===== src/rtl/qif_synaptic_current.sv =====
// qif_synaptic_current: leaky synaptic current integrator feeding the QIF neuron.
//
// Once per frame the current leaks by i_syn >>> DECAY_SHIFT, then the weight of
// every channel that spiked since the previous snapshot is added, one channel
// per cycle. The saturated 8-bit result appears on i_syn with a one-cycle
// i_syn_valid pulse. A frame is SNAP + N_IN x ACC + OUT = 10 cycles.
//
// Ports:
//   clk, reset   clock, asynchronous active-high reset
//   en           run enable; a new frame starts only while high
//   spike_in     presynaptic spike lines, bit k = channel k
//   wt_valid     weight write request (wt_addr, wt_data held until accepted)
//   wt_ready     write accepted this cycle when high (low during ACC)
//   wt_addr      channel whose weight is written
//   wt_data      signed weight
//   i_syn        signed saturated synaptic current
//   i_syn_valid  one-cycle pulse when i_syn updates
//   sat_flag     sticky: some frame result was clamped
//   sat_clr      clears sat_flag (a simultaneous set wins)
module qif_synaptic_current #(
    parameter int N_IN        = 8,
    parameter int DECAY_SHIFT = 3,
    parameter int ACC_W       = 12,
    parameter int IDX_W       = $clog2(N_IN)
) (
    input  logic                    clk,
    input  logic                    reset,
    input  logic                    en,
    input  logic [N_IN-1:0]         spike_in,
    input  logic                    wt_valid,
    output logic                    wt_ready,
    input  logic [IDX_W-1:0]        wt_addr,
    input  logic signed [7:0]       wt_data,
    output logic signed [7:0]       i_syn,
    output logic                    i_syn_valid,
    output logic                    sat_flag,
    input  logic                    sat_clr
);
    typedef enum logic [1:0] {IDLE, SNAP, ACC, OUT} state_t;

    localparam logic signed [ACC_W-1:0] MAX_V = ACC_W'(127);
    localparam logic signed [ACC_W-1:0] MIN_V = ACC_W'(-128);

    state_t                   state, state_nxt;
    logic [N_IN-1:0]          pending, snap;
    logic signed [ACC_W-1:0]  acc;
    logic [IDX_W-1:0]         idx;
    logic signed [7:0]        w [N_IN];

    logic signed [ACC_W-1:0]  i_ext, leak, w_ext;
    logic                     sat_hi, sat_lo;
    logic signed [7:0]        clamped;

    assign i_ext    = {{(ACC_W-8){i_syn[7]}}, i_syn};
    // Shifting the sign-extended value equals shifting the 8-bit value first.
    assign leak     = i_ext >>> DECAY_SHIFT;
    assign w_ext    = {{(ACC_W-8){w[idx][7]}}, w[idx]};
    assign sat_hi   = acc > MAX_V;
    assign sat_lo   = acc < MIN_V;
    assign clamped  = sat_hi ? 8'h7F : sat_lo ? 8'h80 : acc[7:0];
    assign wt_ready = state != ACC;

    always_comb begin
        state_nxt = state;
        case (state)
            IDLE: state_nxt = en ? SNAP : IDLE;
            SNAP: state_nxt = ACC;
            ACC:  state_nxt = (idx == IDX_W'(N_IN - 1)) ? OUT : ACC;
            OUT:  state_nxt = en ? SNAP : IDLE;
            default: state_nxt = IDLE;
        endcase
    end

    always_ff @(posedge clk or posedge reset) begin
        if (reset) begin
            state       <= IDLE;
            pending     <= '0;
            snap        <= '0;
            acc         <= '0;
            idx         <= '0;
            i_syn       <= '0;
            i_syn_valid <= 1'b0;
            sat_flag    <= 1'b0;
            for (int k = 0; k < N_IN; k++) w[k] <= '0;
        end else begin
            state       <= state_nxt;
            i_syn_valid <= state == OUT;
            // Spikes seen during SNAP go straight into snap, so pending restarts empty.
            pending     <= (state == SNAP) ? '0 : pending | spike_in;
            if (state == SNAP) begin
                snap <= pending | spike_in;
                acc  <= i_ext - leak;
                idx  <= '0;
            end
            if (state == ACC) begin
                if (snap[idx]) acc <= acc + w_ext;
                idx <= idx + 1'b1;
            end
            if (state == OUT) i_syn <= clamped;
            // A clamp in the same cycle as sat_clr keeps the flag set.
            sat_flag <= ((state == OUT) && (sat_hi || sat_lo)) || (sat_flag && !sat_clr);
            if (wt_valid && wt_ready) w[wt_addr] <= wt_data;
        end
    end
endmodule


===== config.mk =====
export PLATFORM = sky130hd
export DESIGN_NAME = qif_synaptic_current
export DESIGN_NICKNAME = d
export VERILOG_FILES = /design/src/rtl/qif_synaptic_current.sv
export SDC_FILE = /design/constraint.sdc
export NUM_CORES = 1
export LEC_CHECK = 0
export ABC_AREA = 1
export BUFFER_PORTS_ARGS = -buffer_cell sky130_fd_sc_hd__buf_4
export CORE_MARGIN = 4
export CORE_UTILIZATION = 54
export DETAILED_ROUTE_END_ITERATION = 10
export GPL_TIMING_DRIVEN = 0
export PLACE_DENSITY = 0.72
export SKIP_CTS_REPAIR_TIMING = 1
export SYNTH_ARGS = -nofsm -noshare
export SYNTH_HDL_FRONTEND = slang
export SYNTH_SLANG_ARGS = --single-unit

===== constraint.sdc =====
create_clock -name clk -period 5.4 [get_ports clk]
set_input_delay 1.35 -clock clk [delete_from_list [all_inputs] [get_ports clk]]
set_output_delay 1.35 -clock clk [all_outputs]
set_load 0.005 [all_outputs]

==> impl_metrics.toml, run 1 <==
[status]
outcome = "finished, final reports clean"

[yosys]
syn_area_sq_um = 5697
yosys-top-cells-area = "dfrtp_1 (47%), nand2_1 (11%), o21ai_0 (7.9%)"
synth_flop_cell = "dfrtp_1"
yosys.cell_count.top_type = "nand2_1"
postSynthCellCount = 706
synth_top_area_share_pct = 47.00
syn_area_per_cell_sq_um = 8.069
yosysSeqAreaShare_pct = 47.00
async_flop_share_pct = 100.0
yosysWarnings = 0
syn_nets = 756
synthTopCellsByCount = "nand2_1 (161), dfrtp_1 (107), o21ai_0 (90)"
synth_edf_count = 0
yosys.area.top_type = "dfrtp_1"
synth-seq-cells = 107
ys_types = 35

[global_route]
first_global_vias = 4791
antenna_found_initial = 0
grt_first_pass_wirelength_um = 22910
grt_overflow = 0
grtUsageTotal_pct = 22.67
grt_max_degree = 65

[worst_setup_path]
startpoint = "idx[0]$_DFFE_PP0P_"
end_kind = "register"
r2r_end = "acc[8]$_DFF_PP0_"
r2r_cells = 19
worstPathArrival_ns = 3.36
critical_path.cell_chain = "inv_2, buf_6, buf_2, nor2_1, o22ai_1, nor2_1, a31oi_1, ha_1, inv_1, fa_1, inv_1, nand3_1, nand2_1, nand3_1, a21oi_1, nor2_1, nand2_1, nand2_1, inv_1"
crit_cells = 19
cpPeakStageDelay_ns = 0.46
critPathLaunchType = "register"
critPathBufInv = 6
worstSetupEndpoint = "acc[8]$_DFF_PP0_"
worstSetupPathType = "reg2reg"
path_max_fanout = 10
crit_path_top_delay_cell = "dfrtp_1"
required_ns = 5.73
r2r_start = "idx[0]$_DFFE_PP0P_"
rrSetupSlack_ns = 2.36
critical-path-top-delay-family = "buffers and inverters"

[die]
rows = 37
dieArea_sq_um = 12260
pin_count = 35
coreArea_sq_um = 10280
fp.dieH_um = 110.7
die_w_um = 110.7
start_util_pct = 55.43

[cts]
tritoncts = "built"
ctsRootBufferMaster = "clkbuf_8"
clock_latency_ns = 0.38
clkSinkCount = 107
cts_buffer_depth = 2
clk_pin_slew_ns = 0.10
cts-buffers-inserted = 9
h-tree-depth = 3

[routing]
antenna_left = 0
drt_iter0_markers = 274
drt-total-wl_um = 13420
route.detailed.drc = 0
route.vias.total = 4922
drt-vias-per-instance = 5.512
wire_per_inst_um = 15.03
dr.pass1.iters = 4

[pwr]
power_density_nw_per_um2 = 699.0
irDropWorstVdd_mv = 0.3057
total_power_uw = 4417
p_leak_uw = 0.003144

[sta]
finalCritPeriodShare_pct = 56.27
slew_headroom_pct = 61.93
hold_viol = 0
fin_tns_setup_ns = 0
tightest_slew_ns = 0.5710
finalSetupViolations = 0
fin_crit_ns = 3.038
fmax_ghz = 0.3291
rsz0062_at_grt = "false"
maxSlewViolCount = 0
skew_ns = 0.01225

[placed_design]
place_congestion = 0.9624
port_buffers = 34
dp_hpwl_um = 9943

[finish]
final_util_pct = 61.48
drive_gt1_share_pct = 12.02
syn_to_final_growth_pct = 10.92
antenna_cells = 0
finalNetCount = 802

[job]
maxCapViolations = 0

[hold_path]
hold_class = "reg2reg"
==> area by class of cell <==
| cell class | instances | area, sq um |
|---|---|---|
| buffer | 26 | 148.9 |
| clock buffer | 9 | 123.9 |
| clock inverter | 7 | 42.54 |
| fill | 948 | 3959 |
| inverter | 81 | 309.0 |
| multi-input combinational | 492 | 2564 |
| sequential | 107 | 2678 |
| tap | 136 | 170.2 |
| timing repair buffer | 35 | 282.8 |
==> where the power goes <==
group / switching, uW / total [uW] / internal, uW / leakage (uW)
Combinational: 1570 / 2550 / 976 / 0.00176
Sequential: 233 / 1430 / 1200 / 0.00129
Clock: 273 / 439 / 166 / 0.0000929
==> logic make-up after synthesis <==
group | after synthesis | synth area share [%]
buffers and inverters | 107 | 7.995
adder cells (fa/ha/maj) | 26 | 5.974
AO/OA/AOI/OAI | 177 | 16.60
flip-flops | 107 | 47.00
XOR/XNOR | 7 | 1.076
AND/OR/NAND/NOR | 282 | 21.35
==> layer usage <==
| layer | vias up | share of wire (%) | GRT usage, % |
|---|---|---|---|
| met5 | - | 0 | 0 |
| met4 | 0 | 2.5 | 9.770 |
| met3 | 26 | 3.8 | 2.893 |
| met1 | 2354 | 46 | 30.54 |
| li1 | 2419 | - | - |
| met2 | 123 | 48 | 36.97 |
==> worst min-delay path: stages, from the launching register on <==
cell	delay, ns
dfrtp_1	0.33
nor2_1	0.05
nor2_1	0.07
==> layout by cell type (no fill, tap or decap), types with 4 or more instances in the layout <==
cell | Yosys | final
inv_2 | 5 | 5
inv_1 | 75 | 74
nand3_1 | 39 | 39
ha_1 | 24 | 24
buf_2 | 14 | 14
dfrtp_1 | 107 | 107
nand3_2 | 4 | 4
nand2_1 | 161 | 161
o22ai_1 | 7 | 7
clkbuf_1 | 6 | 6
o211ai_1 | 8 | 8
o21ai_0 | 90 | 90
xor2_1 | 5 | 5
a31oi_1 | 6 | 6
buf_4 | 3 | 37
clkbuf_8 | 0 | 9
nor2_1 | 63 | 63
nand4_1 | 5 | 5
clkinv_2 | 0 | 5
o21ai_1 | 28 | 28
a21oi_1 | 30 | 30
==> flip-flops by register name, indices dropped and copies added, names as in the netlist <==
name,flops
acc,12
w,64
i_syn_valid,1
sat_flag,1
i_syn,8
snap,8
state,2
idx,3
pending,8
==> through the flow <==
| step | hold slack, ns | area (sq um) | std cells | setup slack [ns] |
|---|---|---|---|---|
| global route | 0.5147 | 6319 | 893 | 2.086 |
| floorplan | 0.4442 | 5697 | 706 | 1.233 |
| finish | 0.4879 | 6319 | 893 | 2.362 |
| detailed placement | 0.4681 | 6152 | 877 | 2.392 |
| CTS | 0.4923 | 6319 | 893 | 2.344 |
| global placement | 0.4584 | 6122 | 876 | 0.06705 |
==> worst min-delay path by stage <==
stage / slack, ns / from / depth (start not counted) / to
floorplan: 0.44 / pending[0]$_DFF_PP0_ / 2 / pending[0]$_DFF_PP0_
global placement: 0.46 / pending[6]$_DFF_PP0_ / 2 / pending[6]$_DFF_PP0_
finish: 0.49 / pending[2]$_DFF_PP0_ / 2 / pending[2]$_DFF_PP0_
detailed placement: 0.47 / pending[5]$_DFF_PP0_ / 2 / pending[5]$_DFF_PP0_
CTS: 0.49 / w[44]$_DFFE_PP0P_ / 2 / w[44]$_DFFE_PP0P_
global route: 0.51 / w[45]$_DFFE_PP0P_ / 2 / w[45]$_DFFE_PP0P_
(Power assumes the default switching activity.)
==> inputs of run 2 (changes only) <==
--- a/config.mk
+++ b/config.mk
@@ -11,7 +11,7 @@
 export CORE_UTILIZATION = 54
 export DETAILED_ROUTE_END_ITERATION = 10
 export GPL_TIMING_DRIVEN = 0
-export PLACE_DENSITY = 0.72
+export PLACE_DENSITY = 0.75
 export SKIP_CTS_REPAIR_TIMING = 1
 export SYNTH_ARGS = -nofsm -noshare
 export SYNTH_HDL_FRONTEND = slang
==> constraint.sdc (replaced) <==
create_clock -name clk -period 2.5 [get_ports clk]
set_input_delay 0.625 -clock clk [delete_from_list [all_inputs] [get_ports clk]]
set_output_delay 0.625 -clock clk [all_outputs]
set_load 0.005 [all_outputs]
==> impl_metrics.toml, run 2 (synthesis results as in run 1) <==
[status]
violations = "negative setup slack"
outcome = "complete, but fails checks"

[finish]
final_util_pct = 65.53
n_fill_cell = 860
syn_to_final_growth_pct = 18.23
finalNetCount = 823
final_common_cell = "nand2_1"
final_cell_mix = "nand2_1 (155), dfrtp_1 (106), o21ai_0 (84)"
finalNonFillerCells = 914
largest_reg_flops = 64
drive_gt1_share_pct = 19.02
antenna_cells = 0
top_register = "w"
largestRegisters = "w: 64 flops, acc: 12 flops"

[die]
die_w_um = 110.7
fp.dieH_um = 110.7
rows = 37
start_util_pct = 55.43
pin_count = 35
dieArea_sq_um = 12260
coreArea_sq_um = 10280

[cts]
clk_pin_slew_ns = 0.11
cts_buffer_depth = 2
cts-buffers-inserted = 9
tritoncts = "built"
clkSinkCount = 107
clock_latency_ns = 0.39
ctsRootBufferMaster = "clkbuf_8"
h-tree-depth = 3

[sta]
maxSlewViolCount = 0
tightest_slew_ns = 0.7125
rsz0062_at_grt = "true"
fmax_ghz = 0.3663
fin_crit_ns = 2.730
finalCritPeriodShare_pct = 109.2
skew_ns = 0.007152
setup_slack_ns = -0.2302
slew_headroom_pct = 52.40
hold_viol = 0
finalSetupViolations = 9

[worst_setup_path]
worstPathArrival_ns = 3.02
startpoint = "idx[0]$_DFFE_PP0P_"
critical-path-top-delay-family = "compound AO/OA/AOI/OAI gates"
path_max_fanout = 7
worstSetupEndpoint = "acc[7]$_DFF_PP0_"
end_kind = "register"
critPathLaunchType = "register"
crit_path_top_delay_cell = "dfrtp_2"
worstSetupPathType = "reg2reg"
r2r_cells = 15
r2r_end = "acc[7]$_DFF_PP0_"
required_ns = 2.79
critPathBufInv = 4
critical_path.cell_chain = "inv_4, buf_8, buf_8, nor2_1, o22ai_1, nor2_1, a31oi_1, ha_1, nand3_1, nand3_2, a21oi_2, xor2_1, nand2_1, nand2_1, inv_1"
rrSetupSlack_ns = -0.23
crit_cells = 15
cpPeakStageDelay_ns = 0.48
r2r_start = "idx[0]$_DFFE_PP0P_"

[pwr]
total_power_uw = 10800
power_density_nw_per_um2 = 1603
irDropWorstVdd_mv = 0.6221
p_leak_uw = 0.003303

[placed_design]
port_buffers = 34
dp_hpwl_um = 10010
pre_cts_slack_ns = -0.4806
placed_cells = 878
place_congestion = 0.9738

[global_route]
grtUsageTotal_pct = 23.33
grt_overflow = 0
grt_first_pass_wirelength_um = 23430
first_global_vias = 4862
grt_max_degree = 44
antenna_found_initial = 0

[hold_path]
hold_class = "in2async"

[routing]
drt-vias-per-instance = 5.591
antenna_left = 0
dr.pass1.iters = 6
wire_per_inst_um = 15.69
drt-total-wl_um = 14340
drt_iter0_markers = 300
route.detailed.drc = 0
route.vias.total = 5110

[job]
maxCapViolations = 0
[run 2: cell types whose count changed in the layout (fill, tap and decap cells not counted), sizes merged]
cell,before,now
clkinvlp,0,2
clkinv,6,3
buf,55,74
clkbuf,15,17
inv,82,83
[run 2: where the power goes]
group | leakage (uW) | switching, uW | internal, uW | total [uW]
clock network | 0.0000921 | 640 | 378 | 1020
registers | 0.00129 | 528 | 2590 | 3120
logic | 0.00192 | 3870 | 2800 | 6660
total | 0.00330 | 5040 | 5760 | 10800
[run 2: per-stage QoR]
| step | instance area, sq um | setup TNS, ns | hold slack (ns) |
|---|---|---|---|
| 5_1_grt | 6735 | -2.530 | 0.3763 |
| 3_5_place_dp | 6166 | -2.730 | 0.4683 |
| 6_report | 6735 | -1.249 | 0.3437 |
| 4_1_cts | 6349 | -3.067 | 0.3593 |
| 3_3_place_gp | 6126 | -9.302 | 0.4579 |
| 2_1_floorplan | 5700 | 0 | 0.4442 |
[run 2: worst min path at each step]
stage | startpoint | to | slack [ns] | cells past startpoint
6_report | reset | w[42]$_DFFE_PP0P_ | 0.34 | 2
4_1_cts | reset | w[42]$_DFFE_PP0P_ | 0.36 | 2
5_1_grt | reset | w[42]$_DFFE_PP0P_ | 0.38 | 2
3_5_place_dp | pending[2]$_DFF_PP0_ | pending[2]$_DFF_PP0_ | 0.47 | 2
3_3_place_gp | pending[6]$_DFF_PP0_ | pending[6]$_DFF_PP0_ | 0.46 | 2
2_1_floorplan | pending[0]$_DFF_PP0_ | pending[0]$_DFF_PP0_ | 0.44 | 2
[run 2: area by class of cell]
cell class / count / area [sq um] / share of cell area, %
plain buffers: 25 / 191.4 / 2.842
repair buffers: 57 / 500.5 / 7.431
clock inverters: 7 / 58.81 / 0.8731
well taps: 136 / 170.2 / 2.526
clock buffers: 9 / 123.9 / 1.839
flip-flops and latches: 107 / 2679 / 39.77
multi-input cells: 492 / 2696 / 40.03
inverters: 81 / 315.3 / 4.681
[run 2: per-layer routing]
metal / share of wire (%) / GRT usage (%) / up-vias
li1: - / - / 2461
met1: 43 / 31.79 / 2462
met2: 49 / 37.01 / 155
met3: 4.9 / 4.148 / 32
met4: 2.2 / 9.606 / 0
met5: 0 / 0 / -
